### config.mk
export PLATFORM = sky130hd
export DESIGN_NAME = cache_sa_engine_flat
export DESIGN_NICKNAME = d
export VERILOG_FILES = /design/src/rtl/cache_sa_engine_if.sv /design/src/rtl/cache_sa_engine.sv /design/src/flat_wrapper.sv
export SDC_FILE = /design/constraint.sdc
export NUM_CORES = 2
export LEC_CHECK = 0
export ABC_AREA = 1
export CAP_MARGIN = 20
export CORE_ASPECT_RATIO = 0.9
export CORE_MARGIN = 2
export CORE_UTILIZATION = 40
export CTS_BUF_LIST = sky130_fd_sc_hd__clkbuf_8
export DETAILED_ROUTE_END_ITERATION = 10
export HOLD_SLACK_MARGIN = 0.12
export PLACE_DENSITY = 0.65
export SLEW_MARGIN = 10
export SYNTH_ARGS = -nofsm -noshare
export SYNTH_HDL_FRONTEND = slang
export SYNTH_HIERARCHICAL = 1
export SYNTH_SLANG_ARGS = --single-unit
### constraint.sdc
create_clock -name clk -period 9.64 [get_ports clk]
set_input_delay 1.928 -clock clk [delete_from_list [all_inputs] [get_ports clk]]
set_output_delay 1.928 -clock clk [all_outputs]
set_load 0.1 [all_outputs]
### src/rtl/cache_sa_engine_if.sv
// Request/response and statistics bundle for cache_sa_engine.
// The trace bench is the master; the engine is the slave.
interface cache_sa_engine_if #(
   parameter int ADDR_W = 48,
   parameter int TAG_W  = 38,
   parameter int CNT_W  = 16
);
   logic              req_valid;
   logic              req_ready;
   logic [7:0]        req_op;
   logic [ADDR_W-1:0] req_addr;
   logic              resp_valid;
   logic              resp_hit;
   logic              resp_err;
   logic [TAG_W-1:0]  resp_tag;
   logic [CNT_W-1:0]  num_reads;
   logic [CNT_W-1:0]  num_writes;
   logic [CNT_W-1:0]  num_hits;
   logic [CNT_W-1:0]  num_misses;
   logic [CNT_W-1:0]  num_writebacks;
   logic [CNT_W-1:0]  num_mem_writes;

   modport master (
      output req_valid, req_op, req_addr,
      input  req_ready, resp_valid, resp_hit, resp_err, resp_tag,
      input  num_reads, num_writes, num_hits, num_misses, num_writebacks, num_mem_writes
   );

   modport slave (
      input  req_valid, req_op, req_addr,
      output req_ready, resp_valid, resp_hit, resp_err, resp_tag,
      output num_reads, num_writes, num_hits, num_misses, num_writebacks, num_mem_writes
   );
endinterface

### src/rtl/cache_sa_engine.sv
// Set-associative tag/stat engine: one request per two cycles, WBWA/WTNA write
// policies, LRU/FIFO replacement, saturating statistics counters.
module cache_sa_way #(
   parameter int TAG_W = 38
) (
   input  logic             valid,
   input  logic [TAG_W-1:0] tag,
   input  logic [TAG_W-1:0] req_tag,
   output logic             hit
);
   assign hit = valid && (tag == req_tag);
endmodule

module cache_sa_engine #(
   parameter int ADDR_W      = 48,
   parameter int BLOCK_BYTES = 64,
   parameter int NUM_SETS    = 16,
   parameter int ASSOC       = 4,
   parameter int CNT_W       = 16
) (
   input  logic               clk,
   input  logic               reset,
   input  logic               write_policy,
   input  logic               replace_policy,
   cache_sa_engine_if.slave   bus
);
   localparam int OFF_W  = $clog2(BLOCK_BYTES);
   localparam int IDX_W  = $clog2(NUM_SETS);
   localparam int TAG_W  = ADDR_W - IDX_W - OFF_W;
   localparam int LINE_W = ADDR_W - OFF_W;
   localparam int WAY_W  = $clog2(ASSOC);
   localparam int AGE_W  = WAY_W;
   localparam logic [AGE_W-1:0] AGE_MAX = AGE_W'(ASSOC - 1);
   localparam logic [7:0] OP_R = 8'h52;
   localparam logic [7:0] OP_W = 8'h57;

   typedef enum logic {IDLE, LOOKUP} state_t;
   state_t state, state_nxt;

   logic              wt_mode, fifo_mode;
   logic [7:0]        op_q;
   logic [LINE_W-1:0] line_q;

   logic [TAG_W-1:0]                 tag_mem   [NUM_SETS][ASSOC];
   logic [AGE_W-1:0]                 age_mem   [NUM_SETS][ASSOC];
   logic [WAY_W-1:0]                 fifo_ptr  [NUM_SETS];
   logic [NUM_SETS-1:0][ASSOC-1:0]   valid_mem, dirty_mem;

   logic             resp_valid, resp_hit, resp_err;
   logic [TAG_W-1:0] resp_tag;
   logic [CNT_W-1:0] cnt_rd, cnt_wr, cnt_hit, cnt_miss, cnt_wb, cnt_mw;

   logic [IDX_W-1:0] idx;
   logic [TAG_W-1:0] tag;
   logic             is_rd, is_wr, legal, accept;
   logic [ASSOC-1:0] hit_vec;
   logic             hit, inv_found, alloc, touch, evict_dirty, mem_wr;
   logic [WAY_W-1:0] hit_way, inv_way, lru_way, victim, way_sel;
   logic [AGE_W-1:0] ref_age;
   logic             unused_off;

   assign unused_off = ^bus.req_addr[OFF_W-1:0];

   assign idx    = line_q[IDX_W-1:0];
   assign tag    = line_q[LINE_W-1:IDX_W];
   assign is_rd  = (op_q == OP_R);
   assign is_wr  = (op_q == OP_W);
   assign legal  = is_rd || is_wr;
   assign accept = bus.req_valid && (state == IDLE);

   for (genvar w = 0; w < ASSOC; w++) begin : g_way
      cache_sa_way #(.TAG_W(TAG_W)) u_way (
         .valid   (valid_mem[idx][w]),
         .tag     (tag_mem[idx][w]),
         .req_tag (tag),
         .hit     (hit_vec[w])
      );
   end

   always_comb begin
      hit       = 1'b0;
      hit_way   = '0;
      inv_found = 1'b0;
      inv_way   = '0;
      lru_way   = '0;
      for (int w = 0; w < ASSOC; w++) begin
         if (hit_vec[w] && !hit) begin
            hit     = 1'b1;
            hit_way = WAY_W'(w);
         end
         if (!valid_mem[idx][w] && !inv_found) begin
            inv_found = 1'b1;
            inv_way   = WAY_W'(w);
         end
      end
      for (int w = 1; w < ASSOC; w++)
         if (age_mem[idx][w] > age_mem[idx][lru_way]) lru_way = WAY_W'(w);
      victim      = inv_found ? inv_way : (fifo_mode ? fifo_ptr[idx] : lru_way);
      alloc       = legal && !hit && (is_rd || !wt_mode);
      touch       = legal && (hit || alloc);
      way_sel     = hit ? hit_way : victim;
      // A fill behaves as if the incoming line were the oldest, so every other way ages
      ref_age     = hit ? age_mem[idx][hit_way] : AGE_MAX;
      evict_dirty = alloc && valid_mem[idx][victim] && dirty_mem[idx][victim];
      mem_wr      = evict_dirty || (is_wr && wt_mode);
   end

   always_ff @(posedge clk) begin
      if (reset) state <= IDLE;
      else       state <= state_nxt;
   end

   always_comb begin
      state_nxt = state;
      case (state)
         IDLE:    if (bus.req_valid) state_nxt = LOOKUP;
         LOOKUP:  state_nxt = IDLE;
         default: state_nxt = IDLE;
      endcase
   end

   function automatic logic [CNT_W-1:0] sat_inc(input logic [CNT_W-1:0] v);
      return (&v) ? v : v + 1'b1;
   endfunction

   always_ff @(posedge clk) begin
      if (reset) begin
         wt_mode    <= write_policy;
         fifo_mode  <= replace_policy;
         op_q       <= '0;
         line_q     <= '0;
         resp_valid <= 1'b0;
         resp_hit   <= 1'b0;
         resp_err   <= 1'b0;
         resp_tag   <= '0;
         cnt_rd     <= '0;
         cnt_wr     <= '0;
         cnt_hit    <= '0;
         cnt_miss   <= '0;
         cnt_wb     <= '0;
         cnt_mw     <= '0;
         valid_mem  <= '0;
         dirty_mem  <= '0;
         for (int s = 0; s < NUM_SETS; s++) begin
            fifo_ptr[s] <= '0;
            for (int w = 0; w < ASSOC; w++) age_mem[s][w] <= '0;
         end
      end else begin
         resp_valid <= 1'b0;
         if (accept) begin
            op_q   <= bus.req_op;
            line_q <= bus.req_addr[ADDR_W-1:OFF_W];
         end
         if (state == LOOKUP) begin
            resp_valid <= 1'b1;
            resp_tag   <= tag;
            resp_err   <= !legal;
            resp_hit   <= legal && hit;
            if (legal) begin
               if (is_rd)       cnt_rd   <= sat_inc(cnt_rd);
               if (is_wr)       cnt_wr   <= sat_inc(cnt_wr);
               if (hit)         cnt_hit  <= sat_inc(cnt_hit);
               else             cnt_miss <= sat_inc(cnt_miss);
               if (evict_dirty) cnt_wb   <= sat_inc(cnt_wb);
               if (mem_wr)      cnt_mw   <= sat_inc(cnt_mw);
            end
            if (touch && !fifo_mode) begin
               for (int w = 0; w < ASSOC; w++) begin
                  if (WAY_W'(w) == way_sel)          age_mem[idx][w] <= '0;
                  else if (age_mem[idx][w] < ref_age) age_mem[idx][w] <= age_mem[idx][w] + 1'b1;
               end
            end
            if (alloc) begin
               valid_mem[idx][way_sel] <= 1'b1;
               dirty_mem[idx][way_sel] <= is_wr;
               fifo_ptr[idx]           <= fifo_ptr[idx] + 1'b1;
            end else if (hit && is_wr && !wt_mode) begin
               dirty_mem[idx][way_sel] <= 1'b1;
            end
         end
      end
   end

   // Tags need no reset: a way is only looked at once its valid bit is set
   always_ff @(posedge clk) begin
      if (!reset && (state == LOOKUP) && alloc) tag_mem[idx][way_sel] <= tag;
   end

   assign bus.req_ready      = (state == IDLE);
   assign bus.resp_valid     = resp_valid;
   assign bus.resp_hit       = resp_hit;
   assign bus.resp_err       = resp_err;
   assign bus.resp_tag       = resp_tag;
   assign bus.num_reads      = cnt_rd;
   assign bus.num_writes     = cnt_wr;
   assign bus.num_hits       = cnt_hit;
   assign bus.num_misses     = cnt_miss;
   assign bus.num_writebacks = cnt_wb;
   assign bus.num_mem_writes = cnt_mw;
endmodule

### src/flat_wrapper.sv
// flat-port wrapper written by rule: the top's interface ports become plain ports
module cache_sa_engine_flat 
#(
   parameter int ADDR_W      = 48,
   parameter int BLOCK_BYTES = 64,
   parameter int NUM_SETS    = 16,
   parameter int ASSOC       = 4,
   parameter int CNT_W       = 16
)
  (clk, reset, write_policy, replace_policy, bus_req_valid, bus_req_op, bus_req_addr, bus_req_ready, bus_resp_valid, bus_resp_hit, bus_resp_err, bus_resp_tag, bus_num_reads, bus_num_writes, bus_num_hits, bus_num_misses, bus_num_writebacks, bus_num_mem_writes);
  cache_sa_engine_if #(.ADDR_W(ADDR_W), .TAG_W((ADDR_W - (4) - (6))), .CNT_W(CNT_W)) bus_i ();
  input  logic clk;
  input  logic reset;
  input  logic write_policy;
  input  logic replace_policy;
  input wire logic [$bits(bus_i.req_valid)-1:0] bus_req_valid;
  input wire logic [$bits(bus_i.req_op)-1:0] bus_req_op;
  input wire logic [$bits(bus_i.req_addr)-1:0] bus_req_addr;
  output wire logic [$bits(bus_i.req_ready)-1:0] bus_req_ready;
  output wire logic [$bits(bus_i.resp_valid)-1:0] bus_resp_valid;
  output wire logic [$bits(bus_i.resp_hit)-1:0] bus_resp_hit;
  output wire logic [$bits(bus_i.resp_err)-1:0] bus_resp_err;
  output wire logic [$bits(bus_i.resp_tag)-1:0] bus_resp_tag;
  output wire logic [$bits(bus_i.num_reads)-1:0] bus_num_reads;
  output wire logic [$bits(bus_i.num_writes)-1:0] bus_num_writes;
  output wire logic [$bits(bus_i.num_hits)-1:0] bus_num_hits;
  output wire logic [$bits(bus_i.num_misses)-1:0] bus_num_misses;
  output wire logic [$bits(bus_i.num_writebacks)-1:0] bus_num_writebacks;
  output wire logic [$bits(bus_i.num_mem_writes)-1:0] bus_num_mem_writes;
  assign bus_i.req_valid = bus_req_valid;
  assign bus_i.req_op = bus_req_op;
  assign bus_i.req_addr = bus_req_addr;
  assign bus_req_ready = bus_i.req_ready;
  assign bus_resp_valid = bus_i.resp_valid;
  assign bus_resp_hit = bus_i.resp_hit;
  assign bus_resp_err = bus_i.resp_err;
  assign bus_resp_tag = bus_i.resp_tag;
  assign bus_num_reads = bus_i.num_reads;
  assign bus_num_writes = bus_i.num_writes;
  assign bus_num_hits = bus_i.num_hits;
  assign bus_num_misses = bus_i.num_misses;
  assign bus_num_writebacks = bus_i.num_writebacks;
  assign bus_num_mem_writes = bus_i.num_mem_writes;
  cache_sa_engine #(.ADDR_W(ADDR_W), .BLOCK_BYTES(BLOCK_BYTES), .NUM_SETS(NUM_SETS), .ASSOC(ASSOC), .CNT_W(CNT_W)) u_core (.clk(clk), .reset(reset), .write_policy(write_policy), .replace_policy(replace_policy), .bus(bus_i));
endmodule
==> metrics.csv <==
stage;metric;value;unit
run_status;outcome;finished clean;
power;Comb pwr share;0.089;
place;port buffer count;192;
floorplanning;Initial Util;0.403;
yosys;sequential share of the synthesized area;0.702;
timing;skew final;113;ps
global_route;pin count of the biggest net entering global routing;211;
worst_setup_path;CP Launch Type;flip-flop;
timing;Max-slew headroom;0.242;
route;via count;86800;
timing;# setup viols final;0;
worst_setup_path;CP max stage cell;dfxtp_4;
global_route;initial antenna violation count;25;
power;Pleak;45.4;nW
clocking;Sink Count;2914;
place;Final GP Congestion;0.868;
worst_setup_path;Critical Path RT;10250;ps
route;routed vias/inst;5.79;
yosys;syn_nets;10600;
route;DR WL/cell;24.1;um
clocking;CTS hold repair buffers;0;
timing;final hold vios;0;
place;Final HPWL DP;195000;um
worst_setup_path;Worst Path Arrival;9230;ps
yosys;post-synth cell types;51;
yosys;Yosys top cell by area;edfxtp_1;
power;sw frac;0.256;
place;worst slack, placed;1240;ps
power;Peak supply drop;108;uV
floorplanning;Core ar.;0.298;mm^2
worst_setup_path;critical path peak fanout;138;
timing;TNS Setup;0;ps
worst_setup_path;Most common cell on crit path;nand2_1;
power;Pwr per Cell Area;190;mW/mm^2
floorplanning;num ports;199;
timing;period utilization;0.893;
worst_setup_path;WS Path Type;flip-flop to flip-flop;
yosys;most numerous cell in the Yosys netlist;edfxtp_1;
timing;RSZ-0062 raised after global routing;false;
clocking;TritonCTS buffer count;441;
global_route;GRT Total Usage;0.228;
cells_and_area;Area growth syn-to-layout;12.5;%
yosys;most frequent cells after synthesis;edfxtp_1, nor2_1, o21ai_0;
worst_setup_path;CP max stage delay;890;ps
clocking;CTS tree;built;
timing;Final WS setup;1030;ps
clocking;post-CTS resize count;0;
yosys;top post-synthesis cells by area;edfxtp_1, o21ai_0, nor2_1, dfxtp_1, nand2_1;
clocking;CTS H-tree depth;5;
timing;Peak Freq;116;MHz
power;Power Total;25.7;mW
yosys;main flop type after synthesis;edfxtp_1;
yosys;Ys Warns;6;
power;Seq pwr share;0.544;
route;WL final;361000;um
worst_hold_path;path category of the worst min-delay check;flip-flop to flip-flop;
power;Switching Power;6.59;mW
timing;Slew @ Worst Pin;1140;ps
route;DR iter-0 viols;11800;
route;first drt pass iteration count;6;
yosys;Syn Inst Count;10500;
yosys;synthesized area per cell;11.4;um^2
floorplanning;Die H;524;um
floorplanning;row cnt;190;
cells_and_area;Filler Cell Count;26700;
cells_and_area;NumNets Final;10800;
worst_setup_path;critical path capture point type;flip-flop;
yosys;Async S/R FF share, synth;0;
global_route;vias in the first global route;83500;
clocking;postcts setup bufs;0;
yosys;post-synth top area share;0.649;
power;Int Power;19.1;mW
global_route;first-pass GRT wire length;525000;um
clocking;CTS clk-pin slew, worst paths;60;ps
yosys;Yosys reg bits;2914;
clocking;CTS Root Cell;clkbuf_8;
cells_and_area;share of layout cells above drive strength 1;0.0860;
yosys;Post-Syn Area;0.120;mm^2
power;Clk pwr share;0.367;
clocking;Worst-Skew Late Latency;1050;ps
timing;Tmin final;8610;ps
timing;Slew Limit Fails;0;
global_route;global route overflow;0;
clocking;maximum clock path buffer count;4;
floorplanning;chip width;581;um
flow_run;number of max-cap violations;0;
yosys;Post-synth EDFFs;2594;
floorplanning;full die area;0.304;mm^2
route;Final ANT Viol Nets;0;
route;DR DRC count;0;
worst_setup_path;r2r setup slk;1030;ps
==> power by group through the flow <==
stage	clock network, mW	registers [mW]	logic [mW]
floorplan	0	14.3	1.30
global placement	0	14.2	2.19
detailed placement	0	14.2	2.24
CTS	9.54	14.0	2.25
global route	10.0	14.0	2.49
finish	9.43	14.0	2.30
==> worst max-delay path: cells and delay by family (launching register included) <==
kind                     cells  cell delay [ps]
adder cells (fa/ha/maj)      3              650
AO/OA/AOI/OAI                8             2090
AND/OR/NAND/NOR             13             2770
flip-flops                   1              890
buffers and inverters        5             1550
==> final timing paths <==
path,from,endpoint,depth (start not counted)
hold / removal,u_core/valid_mem[34],u_core/valid_mem[34],2
setup reg to reg,flip-flop,u_core/tag_mem[7][122],29
hold reg to reg,u_core/valid_mem[34],u_core/valid_mem[34],2
setup / recovery,flip-flop,u_core/tag_mem[7][122],29
==> sequential cells by signal, summed over array words and instances (netlist names), 8 cells and up, named ones only <==
name                       cells
u_core/age_mem               128
u_core/bus.num_hits           16
u_core/bus.num_mem_writes     16
u_core/bus.num_misses         16
u_core/bus.num_reads          16
u_core/bus.num_writebacks     16
u_core/bus.num_writes         16
u_core/bus.resp_tag           38
u_core/dirty_mem              64
u_core/fifo_ptr               32
u_core/line_q                 42
u_core/op_q                    8
u_core/tag_mem              2432
u_core/valid_mem              64
==> metal layers <==
| metal | routed length [um] | GRT usage |
|---|---|---|
| met2 | 160000 | 0.351 |
| met5 | 160 | 0 |
| met1 | 145000 | 0.313 |
| met3 | 43400 | 0.0576 |
| met4 | 12000 | 0.0816 |
==> layout make-up <==
type | instances | area (um^2) | share of cell area
diodes | 8 | 20.0 | 0.000148
clock buffers | 467 | 6430 | 0.0476
clock inverters | 318 | 1530 | 0.0113
inverters | 442 | 1700 | 0.0126
multi-input cells | 6458 | 31700 | 0.235
flip-flops and latches | 2914 | 84400 | 0.625
well taps | 3936 | 4920 | 0.0365
repair buffers | 455 | 4290 | 0.0318
==> logic make-up after synthesis <==
logic type | after synthesis | synth area share
AOI/OAI and AO/OA | 2780 | 0.134
xor gates and xnor gates | 80 | 0.00584
adders and majority gates | 17 | 0.00177
buffers and inverters | 1143 | 0.0374
DFF | 2914 | 0.702
muxes | 10 | 0.000834
and+or+nand+nor | 3571 | 0.118
==> cells in the final DEF (no fill, tap or decap), types with 110 or more instances in the layout <==
cell type           n
edfxtp_1         2594
nor2_1           1862
o21ai_0          1609
nand2_1          1202
inv_1             588
clkbuf_8          467
o22ai_1           419
nand3_1           305
o221ai_1          298
dfxtp_1           277
a21oi_1           244
buf_4             233
clkdlybuf4s50_1   191
o211ai_1          110
==> through the flow <==
step / instances / hold WS (ps) / util / area, um^2
CTS: 15000 / 455 / 0.453 / 135000
global placement: 14200 / 438 / 0.426 / 127000
global route: 15000 / 466 / 0.453 / 135000
floorplan: 10500 / 431 / - / 120000
finish: 15000 / 461 / 0.453 / 135000
detailed placement: 14200 / 445 / 0.426 / 127000
(Power assumes the default switching activity.)
